==> src/rtl/piso_serializer_pkg.sv <==
// Shared definitions for the parallel-in, serial-out serializer.
// Holds the FSM state encoding and the counter-width helper.
package piso_serializer_pkg;

    localparam logic [0:0] ST_IDLE  = 1'b0;
    localparam logic [0:0] ST_SHIFT = 1'b1;

    // Counter width for a frame of `width` bits; never narrower than one bit.
    function automatic int unsigned cnt_width(input int unsigned width);
        return (width <= 1) ? 1 : $clog2(width);
    endfunction

endpackage

==> src/rtl/piso_serializer.sv <==
// Parallel-in, serial-out serializer with valid/ready input and frame strobes.
// Supports back-to-back frames by re-accepting a word in the last bit cycle.
module piso_serializer
    import piso_serializer_pkg::*;
#(
    parameter int unsigned WIDTH      = 4,
    parameter bit          MSB_FIRST  = 1'b1,
    parameter logic        IDLE_LEVEL = 1'b0,
    localparam int unsigned CNT_W     = cnt_width(WIDTH)
) (
    input  logic             clk,
    input  logic             reset,
    input  logic [WIDTH-1:0] din,
    input  logic             din_valid,
    output logic             din_ready,
    output logic             ser_out,
    output logic             ser_active,
    output logic             frame_start,
    output logic             frame_done,
    output logic [CNT_W-1:0] bit_idx
);

    localparam logic [CNT_W-1:0] LAST_IDX = CNT_W'(WIDTH - 1);

    logic [0:0]       state_q, state_d;
    logic [CNT_W-1:0] cnt_q, cnt_d;
    logic [WIDTH-1:0] shreg_q, shreg_d;
    logic             ser_q, ser_d;
    logic             act_q, act_d;
    logic             start_q, start_d;
    logic             done_q, done_d;
    logic             ready_en_q;
    logic             last_bit;
    logic             accept;

    function automatic logic first_bit(input logic [WIDTH-1:0] w);
        return MSB_FIRST ? w[WIDTH-1] : w[0];
    endfunction

    // Drops the bit just transmitted so first_bit() yields the next one.
    function automatic logic [WIDTH-1:0] advance(input logic [WIDTH-1:0] w);
        return MSB_FIRST ? (w << 1) : (w >> 1);
    endfunction

    assign last_bit  = (state_q == ST_SHIFT) && (cnt_q == LAST_IDX);
    // ready_en_q holds din_ready low until the first edge after reset release.
    assign din_ready = ready_en_q && ((state_q == ST_IDLE) || last_bit);
    assign accept    = din_valid && din_ready;

    always_comb begin
        state_d = state_q;
        cnt_d   = cnt_q;
        shreg_d = shreg_q;
        ser_d   = ser_q;
        act_d   = act_q;
        start_d = 1'b0;
        done_d  = 1'b0;
        if (accept) begin
            state_d = ST_SHIFT;
            cnt_d   = '0;
            shreg_d = advance(din);
            ser_d   = first_bit(din);
            act_d   = 1'b1;
            start_d = 1'b1;
        end else if (last_bit) begin
            state_d = ST_IDLE;
            cnt_d   = '0;
            shreg_d = '0;
            ser_d   = IDLE_LEVEL;
            act_d   = 1'b0;
        end else if (state_q == ST_SHIFT) begin
            cnt_d   = cnt_q + 1'b1;
            shreg_d = advance(shreg_q);
            ser_d   = first_bit(shreg_q);
        end
        done_d = act_d && (cnt_d == LAST_IDX);
    end

    always_ff @(posedge clk or negedge reset) begin
        if (!reset) begin
            state_q    <= ST_IDLE;
            cnt_q      <= '0;
            shreg_q    <= '0;
            ser_q      <= IDLE_LEVEL;
            act_q      <= 1'b0;
            start_q    <= 1'b0;
            done_q     <= 1'b0;
            ready_en_q <= 1'b0;
        end else begin
            state_q    <= state_d;
            cnt_q      <= cnt_d;
            shreg_q    <= shreg_d;
            ser_q      <= ser_d;
            act_q      <= act_d;
            start_q    <= start_d;
            done_q     <= done_d;
            ready_en_q <= 1'b1;
        end
    end

    assign ser_out     = ser_q;
    assign ser_active  = act_q;
    assign frame_start = start_q;
    assign frame_done  = done_q;
    assign bit_idx     = cnt_q;

endmodule

==> config.mk <==
export PLATFORM = sky130hd
export DESIGN_NAME = piso_serializer
export DESIGN_NICKNAME = d
export VERILOG_FILES = /design/src/rtl/piso_serializer_pkg.sv /design/src/rtl/piso_serializer.sv
export SDC_FILE = /design/constraint.sdc
export NUM_CORES = 1
export LEC_CHECK = 0
export ABC_AREA = 1
export CORE_AREA = 3 3 40 42
export CTS_BUF_LIST = sky130_fd_sc_hd__clkbuf_2 sky130_fd_sc_hd__clkbuf_4 sky130_fd_sc_hd__clkbuf_8
export DETAILED_ROUTE_END_ITERATION = 16
export DIE_AREA = 0 0 43 45
export SLEW_MARGIN = 30
export SYNTH_ARGS = -nofsm -noshare
export SYNTH_HDL_FRONTEND = slang
export SYNTH_SLANG_ARGS = --single-unit
==> constraint.sdc <==
create_clock -name clk -period 1.4 [get_ports clk]
set_clock_uncertainty 0.05 [all_clocks]
set_input_delay 0.28 -clock clk [delete_from_list [all_inputs] [get_ports clk]]
set_output_delay 0.28 -clock clk [all_outputs]
set_load 0.1 [all_outputs]
==> results of run 1 <==
## worst max-delay path by stage
| stage | end | slack [ns] |
|---|---|---|
| after floorplan | din_ready | -0.29 |
| after global placement | shreg_q[1] | 0.07 |
| after detailed placement | shreg_q[1] | 0.06 |
| after CTS | din_ready | -0.19 |
| after global routing | din_ready | -0.22 |
| final | din_ready | -0.19 |
## layout by cell type, fill, tap and decap left out
master | synthesis | routed
o21ai_0 | 2 | 2
ha_4 | 0 | 1
nand2_1 | 13 | 13
buf_4 | 0 | 5
inv_2 | 2 | 2
nand4_1 | 3 | 3
buf_12 | 0 | 7
nand3_4 | 1 | 1
nor2_1 | 2 | 1
conb_1 | 1 | 1
clkdlybuf4s50_1 | 0 | 6
nand3_1 | 7 | 7
clkbuf_4 | 0 | 4
nor2_4 | 1 | 2
nand2_2 | 2 | 2
dfrtp_1 | 11 | 9
dfrtp_4 | 0 | 2
clkinv_2 | 1 | 1
inv_1 | 3 | 3
## layout make-up
cell class | instances | area [um^2]
timing repair buffer | 18 | 238
tap | 15 | 18.8
fill | 109 | 494
multi-input combinational | 33 | 198
clock buffer | 4 | 30.0
inverter | 6 | 23.8
sequential | 11 | 283
## cells in the mapped netlist, drive strengths merged
cell type / number / area, um^2
ha: 1 / 12.5
nor2: 3 / 18.8
inv: 5 / 18.8
nand2: 15 / 61.3
nand3: 8 / 52.6
conb: 1 / 3.75
o21ai: 2 / 10.0
nand4: 3 / 18.8
clkinv: 1 / 5.00
dfrtp: 11 / 275
## layer usage
layer	track usage [%]	vias to the layer above	part of all wire, %
li1	-	209	-
met1	13.6	191	47
met2	17.4	11	47
met3	3.59	2	5.3
met4	5.42	0	0.98
met5	0	-	0
## worst reg2reg max path, stage by stage, from the launching register on
cell,delay [ns]
dfrtp_4,0.49
ha_4,0.18
inv_2,0.06
nand2_2,0.11
nand3_4,0.14
clkinv_2,0.08
nand2_2,0.05
nand2_1,0.05
## flip-flops by register name, indices dropped and copies added (netlist names)
register	cells
shreg_q	3
bit_idx	2
frame_done	1
frame_start	1
ready_en_q	1
ser_active	1
ser_out	1
state_q	1
## kinds of logic after synthesis
group / count (synthesis) / share of synthesized area (%)
other cells: 1 / 0.787
compound gates: 2 / 2.10
fa+ha+maj: 1 / 2.62
buf+inv: 6 / 4.99
simple gates: 29 / 31.8
flops: 11 / 57.7
## metrics by stage
step	hold slack, ns	area, um^2
global placement	0.420	746
detailed placement	0.437	746
global route	0.164	791
CTS	0.168	791
floorplan	-0.0656	504
finish	0.163	791
## repair_timing
action,4_1_cts,5_1_grt
setup buffers,2,0
gates cloned,0,0
endpoints found under the setup margin,1,3
gates resized for setup,0,0
==> impl_metrics.csv, run 1 <==
group,metric,value,unit
cts,clk_path_buf_depth,2,
logic_synthesis,ys_ff_latch,11,
worst_setup_path,cp_common_cell,"nor2_4",
logic_synthesis,synthesis.nets,58,
worst_setup_path,rr_endpoint,"shreg_q[1]",
grt,overflow,0,
layout,diodes,0,
layout,layout.nets,81,
logic_synthesis,syn_area,477,um^2
floorplanning,die_h,45,um
place,dp_cells,81,
worst_setup_path,path_delay_family,"flip-flops",
place,portBuffers,13,
timing,max_freq,631,MHz
status,failed_checks,"negative setup slack",
worst_setup_path,cp_data_arrival_time,1.26,ns
floorplanning,dieArea,1940,um^2
worst_setup_path,r2r_cells,7,
timing,setup_slack,-0.186,ns
routing,ant_nets,0,
cts,cts_sinks,11,
routing,vias,413,
worst_setup_path,r2r-start,"bit_idx[1]",
place,place_ws,0.0610,ns
worst_setup_path,path_class,"flip-flop to output port",
timing,setup_viol_count_final,1,
grt,grt_max_degree,10,
floorplanning,fp-row-count,13,
timing,period_needed,1.59,ns
timing,fin_setup_tns,-0.186,ns
logic_synthesis,yosysWarnings,0,
worst_setup_path,cp.required,1.07,ns
logic_synthesis,synthCells,50,
floorplanning,core-area,1280,um^2
routing,drtPass1Iterations,4,
cts,clock_latency,0.26,ns
timing,maxSlewViolCount,0,
routing,routed_via_density,4.75,
place,hpwl,708,um
routing,routedWlPerCell,10.6,um
layout,area_delta_synth_final,65.9,%
grt,antenna_found_initial,0,
logic_synthesis,syn_area_per_cell,9.53,um^2
routing,routed_wl,922,um
grt,grt_pass1_vias,371,
floorplanning,initial_utilization,37.1,%
status,outcome,"complete, but fails checks",
routing,drtIter0Drc,7,
grt,grt_first_pass_wirelength,1.56,mm
worst_setup_path,start_kind,"flip-flop",
worst_setup_path,cp_cell_sequence,"ha_4 -> nor2_4 -> nor2_4 -> buf_12",
cts,htree_levels,1,
worst_setup_path,worstSetupStartpoint,"bit_idx[1]",
timing,finalCritPeriodShare,113,%
worst_setup_path,crit_path_end_kind,"output port",
worst_setup_path,cp_num_cells,4,
worst_setup_path,cp.buffers_inverters,1,
layout,utilization,61.5,%
routing,route.detailed.drc,0,
worst_hold_path,hp-class,"input pin to asynchronous set/reset pin",
worst_setup_path,r2r_slack,0.09,ns
flow_run,drv_cap,0,
layout,drive_gt1_share,37.5,%
timing,rsz0062_at_grt,"true",
cts,cts_hold_buf,0,
cts,clkTransAtPathRegs,0.07,ns
floorplanning,ioPinCount,14,
logic_synthesis,ys_seq_area_share,57.7,%
cts,tritoncts,"done",
worst_setup_path,cp_slowest_cell,"dfrtp_4",
layout,final_cell_count_no_fill,87,
timing,finalHoldViolations,0,
worst_setup_path,max_stage_delay,0.49,ns
logic_synthesis,ys_types,14,
cts,cts_root_buffer,"clkbuf_4",
grt,grt.total_usage,11.0,%
worst_setup_path,critPathMaxFanout,2,
floorplanning,fp.dieW,43,um
place,place_congestion,0.800,
cts,cts_buffers,3,
Power of run 1 is left out: the tool's default activity adds up to more than one toggle a clock period on the data nets, which glitch-free logic cannot reach.
==> run 2: changes to the inputs <==
Settings changed: CAP_MARGIN set to 5.
Clock period 1.4 ns to 1.75 ns, I/O delays scaled along.
==> run 2 against run 1 <==
  * The flow now finishes without violations
  * Critical endpoint unchanged
  * Critical path depth unchanged
  * Core utilization decreased by 1.9 points
  * Final area decreased by 3.2%
  * Count of clock-buffer cells in the layout decreased by 1
  * Register-to-register slack improved by 0.33 ns
  * Via count decreased by 3.6%
  * Die area unchanged
  * Critical path type unchanged
  * Setup slack improved by 0.25 ns
  * Largest cell class unchanged
  * Sequential share of layout area increased by 1.2 points
  * Flip-flop and latch count unchanged
  * Non-clock buffer count decreased by 3
  * First-iteration DRC count decreased by 14%
==> impl_metrics.csv, run 2 (synthesized netlist as in run 1, its figures left out) <==
group,metric,value,unit
status,outcome,"completed",
floorplanning,initial_utilization,37.1,%
floorplanning,ioPinCount,14,
routing,drtIter0Drc,6,
grt,overflow,0,
place,dpl_cell_area,723,um^2
grt,grt.total_usage,12.4,%
cts,clk_path_buf_depth,2,
worst_setup_path,crit_path_end_kind,"output port",
worst_setup_path,critPathMaxFanout,4,
timing,finalHoldViolations,0,
grt,antenna_found_initial,0,
routing,routed_via_density,4.74,
floorplanning,core-area,1280,um^2
cts,clkTransAtPathRegs,0.07,ns
place,hpwl,686,um
layout,drive_gt1_share,34.8,%
layout,final_common_cell,"nand2_1",
worst_hold_path,hp-class,"input pin to asynchronous set/reset pin",
floorplanning,fp.dieW,43,um
worst_setup_path,r2r_slack,0.42,ns
cts,htree_levels,1,
timing,finalCritPeriodShare,96.6,%
layout,top_register,"shreg_q",
layout,fillers,108,
timing,fin_setup_tns,0,ns
cts,cts_root_buffer,"clkbuf_4",
layout,layout.nets,78,
grt,grt_max_degree,12,
cts,cts_sinks,11,
worst_setup_path,path_class,"flip-flop to output port",
flow_run,drv_cap,0,
cts,cts_hold_buf,0,
layout,area_delta_synth_final,60.6,%
routing,route.detailed.drc,0,
layout,fin_area,766,um^2
routing,vias,398,
cts,tritoncts,"done",
layout,layout_common_cells,"13 x nand2_1, 9 x dfrtp_1, 7 x nand3_1, 7 x buf_12, 6 x clkdlybuf4s50_1",
timing,period_needed,1.69,ns
timing,fin_hold_ws,0.355,ns
worst_setup_path,cp_data_arrival_time,1.29,ns
layout,diodes,0,
layout,largest_register_ffs,3,
place,portBuffers,13,
cts,cts_buffers,3,
routing,routed_wl,896,um
timing,rsz0062_at_grt,"false",
place,place_congestion,0.735,
timing,setup_viol_count_final,0,
worst_setup_path,r2r_cells,7,
floorplanning,fp-row-count,13,
worst_setup_path,cp.required,1.35,ns
routing,ant_nets,0,
grt,grt_first_pass_wirelength,1.67,mm
cts,clock_latency,0.27,ns
floorplanning,die_h,45,um
timing,maxSlewViolCount,0,
floorplanning,dieArea,1940,um^2
routing,routedWlPerCell,10.7,um
worst_setup_path,start_kind,"flip-flop",
worst_setup_path,r2r-start,"bit_idx[0]",
timing,max_freq,592,MHz
grt,grt_pass1_vias,390,
worst_setup_path,rr_endpoint,"shreg_q[1]",
routing,drtPass1Iterations,4,
## run 2: worst max path at each step
stage,startpoint,to,slack (ns),cells after the start
final,bit_idx[0],din_ready,0.06,4
after global routing,bit_idx[0],din_ready,0.002,4
after CTS,bit_idx[1],din_ready,0.02,4
after detailed placement,bit_idx[0],din_ready,0.30,4
after global placement,bit_idx[0],din_ready,0.31,4
after floorplan,bit_idx[1],din_ready,-0.006,3
## run 2: stage by stage
| step | util (%) | worst slack [ns] | cells |
|---|---|---|---|
| final | 59.6 | 0.0596 | 84 |
| after global routing | 59.6 | 0.00221 | 84 |
| after CTS | 59.0 | 0.0157 | 83 |
| after detailed placement | 56.3 | 0.297 | 78 |
| after global placement | 56.3 | 0.312 | 78 |
| after floorplan | - | -0.00644 | 50 |
## run 2: worst max-delay path, stage by stage (launching register included)
cell	delay, ns
dfrtp_4	0.51
ha_4	0.18
nor2_4	0.11
nor2_4	0.05
buf_12	0.16
## run 2: timing repair
item                       CTS  global route
pin swaps                    1             1
resized for setup            0             0
setup endpoints to repair    1             1
setup buffers                1             1
## run 2: area by class of cell
| class | instances | area [um^2] | area share, % |
|---|---|---|---|
| flip-flops and latches | 11 | 283 | 36.9 |
| repair buffers | 15 | 215 | 28.1 |
| clock buffers | 3 | 22.5 | 2.94 |
| multi-input cells | 33 | 198 | 25.8 |
| clock inverters | 1 | 5.00 | 0.654 |
| inverters | 6 | 23.8 | 3.10 |
| well taps | 15 | 18.8 | 2.45 |
## run 2: layer usage
layer	share of wire, %	vias to the layer above	global-route usage, %
met5	0	-	0
met4	1.3	0	5.42
met3	6.5	2	7.17
met2	51	8	19.2
met1	41	190	14.1
li1	-	198	-
Power of run 2 is left out for the same reason.
==> run 3: changes to the inputs <==
--- a/constraint.sdc
+++ b/constraint.sdc
@@ -3,3 +3,3 @@
 set_input_delay 0.35 -clock clk [delete_from_list [all_inputs] [get_ports clk]]
 set_output_delay 0.35 -clock clk [all_outputs]
-set_load 0.1 [all_outputs]
+set_load 0.01 [all_outputs]
==> run 3 against run 2 <==
  * Cell count grew 3.6%
  * Via count increased by 2.5%
  * Setup slack lost 0.022 ns
  * Critical path depth down 2
  * Maximum frequency fell by 1.3%
  * First-iteration DRC count increased by 17%
  * Wire length grew 13%
  * Non-clock buffer count increased by 3
  * Die area unchanged
  * Sequential share of layout area is 2.1 points higher
  * Final area fell by 7.8%
  * Register-to-register slack lost 0.03 ns
==> impl_metrics.csv, run 3 (synthesized netlist as in run 1, its figures left out) <==
group,metric,value,unit
cts,cts_buffers,3,
routing,routedWlPerCell,11.7,um
power_and_ir_drop,p_per_area,1630,nW/um^2
status,outcome,"completed",
routing,routed_via_density,4.69,
timing,finalHoldViolations,0,
layout,diodes,0,
grt,antenna_found_initial,0,
worst_setup_path,start_kind,"flip-flop",
layout,drive_gt1_share,23.6,%
layout,area_delta_synth_final,48.0,%
timing,period_needed,1.71,ns
cts,clkTransAtPathRegs,0.07,ns
cts,clock_latency,0.27,ns
timing,setup_viol_count_final,0,
cts,cts_sinks,11,
place,portBuffers,13,
timing,setup_slack,0.0371,ns
timing,finalCritPeriodShare,97.9,%
worst_setup_path,worstSetupStartpoint,"bit_idx[0]",
cts,cts_hold_buf,0,
layout,final_common_cell,"nand2_1",
timing,max_freq,584,MHz
cts,tritoncts,"done",
grt,overflow,0,
routing,drtPass1Iterations,4,
routing,routed_wl,1.02,mm
place,hpwl,698,um
floorplanning,initial_utilization,37.1,%
floorplanning,fp.dieW,43,um
layout,seq_area,275,um^2
grt,grt_max_degree,12,
worst_setup_path,r2r-start,"bit_idx[1]",
floorplanning,die_h,45,um
place,place_ws,0.0782,ns
floorplanning,dieArea,1940,um^2
layout,top_register,"shreg_q",
worst_setup_path,critPathMaxFanout,3,
timing,maxSlewViolCount,0,
worst_setup_path,cp_cell_sequence,"buf_4 -> clkdlybuf4s50_1",
timing,worst_pin_slew,0.504,ns
layout,multiInputGateArea,190,um^2
timing,fin_setup_tns,0,ns
routing,drtIter0Drc,7,
layout,largest_register_ffs,3,
routing,vias,408,
cts,clk_path_buf_depth,2,
routing,ant_nets,0,
worst_setup_path,cp_data_arrival_time,1.31,ns
worst_setup_path,max_stage_delay,0.52,ns
power_and_ir_drop,cellLeakagePower,0.348,nW
layout,layout_common_cells,"13 x nand2_1, 12 x clkdlybuf4s50_1, 11 x dfrtp_1",
worst_setup_path,cp_slowest_cell,"clkdlybuf4s50_1",
grt,grt_pass1_vias,391,
grt,grt.total_usage,12.1,%
layout,layout.nets,81,
routing,route.detailed.drc,0,
floorplanning,core-area,1280,um^2
layout,fin_area,706,um^2
grt,grt_first_pass_wirelength,1.68,mm
flow_run,drv_cap,0,
floorplanning,fp-row-count,13,
place,place_congestion,0.784,
worst_setup_path,cp.buffers_inverters,2,
cts,cts_root_buffer,"clkbuf_4",
worst_setup_path,path_delay_family,"buffers and inverters",
worst_setup_path,cp.required,1.35,ns
worst_hold_path,hp-class,"input pin to asynchronous set/reset pin",
place,dpl_cell_area,648,um^2
worst_setup_path,crit_path_end_kind,"output port",
timing,relSlewSlack,66.3,%
cts,htree_levels,1,
floorplanning,ioPinCount,14,
worst_setup_path,path_class,"flip-flop to output port",
layout,fillers,124,
power_and_ir_drop,peakVddDrop,0.827,mV
## run 3: worst paths after layout
kind	endpoint	slack, ns	cells after the start
setup reg to reg	shreg_q[1]	0.39	8
setup / recovery	bit_idx[0]	0.04	2
max in group asynchronous	shreg_q[3]	0.95	1
hold / removal	ser_active	0.36	1
hold reg to reg	shreg_q[1]	0.45	2
min in group clk	shreg_q[1]	0.45	2
## run 3: layout make-up
cell class                 count  share of cell area (%)
inverter                       6                    3.37
timing repair buffer          18                    23.8
clock buffer                   4                    4.26
tap                           15                    2.66
multi-input combinational     33                    27.0
sequential                    11                    39.0
## run 3: metrics by stage
stage / utilization (%) / power (mW) / hold slack [ns] / cells
after floorplan: - / 0.680 / 0.00441 / 50
after CTS: 52.9 / 1.11 / 0.371 / 85
after global routing: 54.9 / 1.25 / 0.379 / 87
after detailed placement: 50.4 / 0.921 / 0.438 / 81
final: 54.9 / 1.15 / 0.364 / 87
after global placement: 50.4 / 0.916 / 0.437 / 81
## run 3: layer usage
metal	up-vias	track usage (%)	share of wire, %
met3	4	4.38	7.6
met4	0	10.8	2.9
met2	14	16.8	45
met5	-	0	0
met1	184	14.5	45
li1	206	-	-
## run 3: power by group
part	internal (mW)	switching (mW)
sequential	0.348	0.0620
clock	0.104	0.0869
combinational	0.271	0.282
## run 3: what timing repair did
item / 4_1_cts / 5_1_grt
endpoints found under the setup margin: 1 / 1
gates resized for setup: 2 / 2
pin swaps: 0 / 1
setup buffers: 0 / 2
Note: power is estimated with default switching activity, not from simulation.
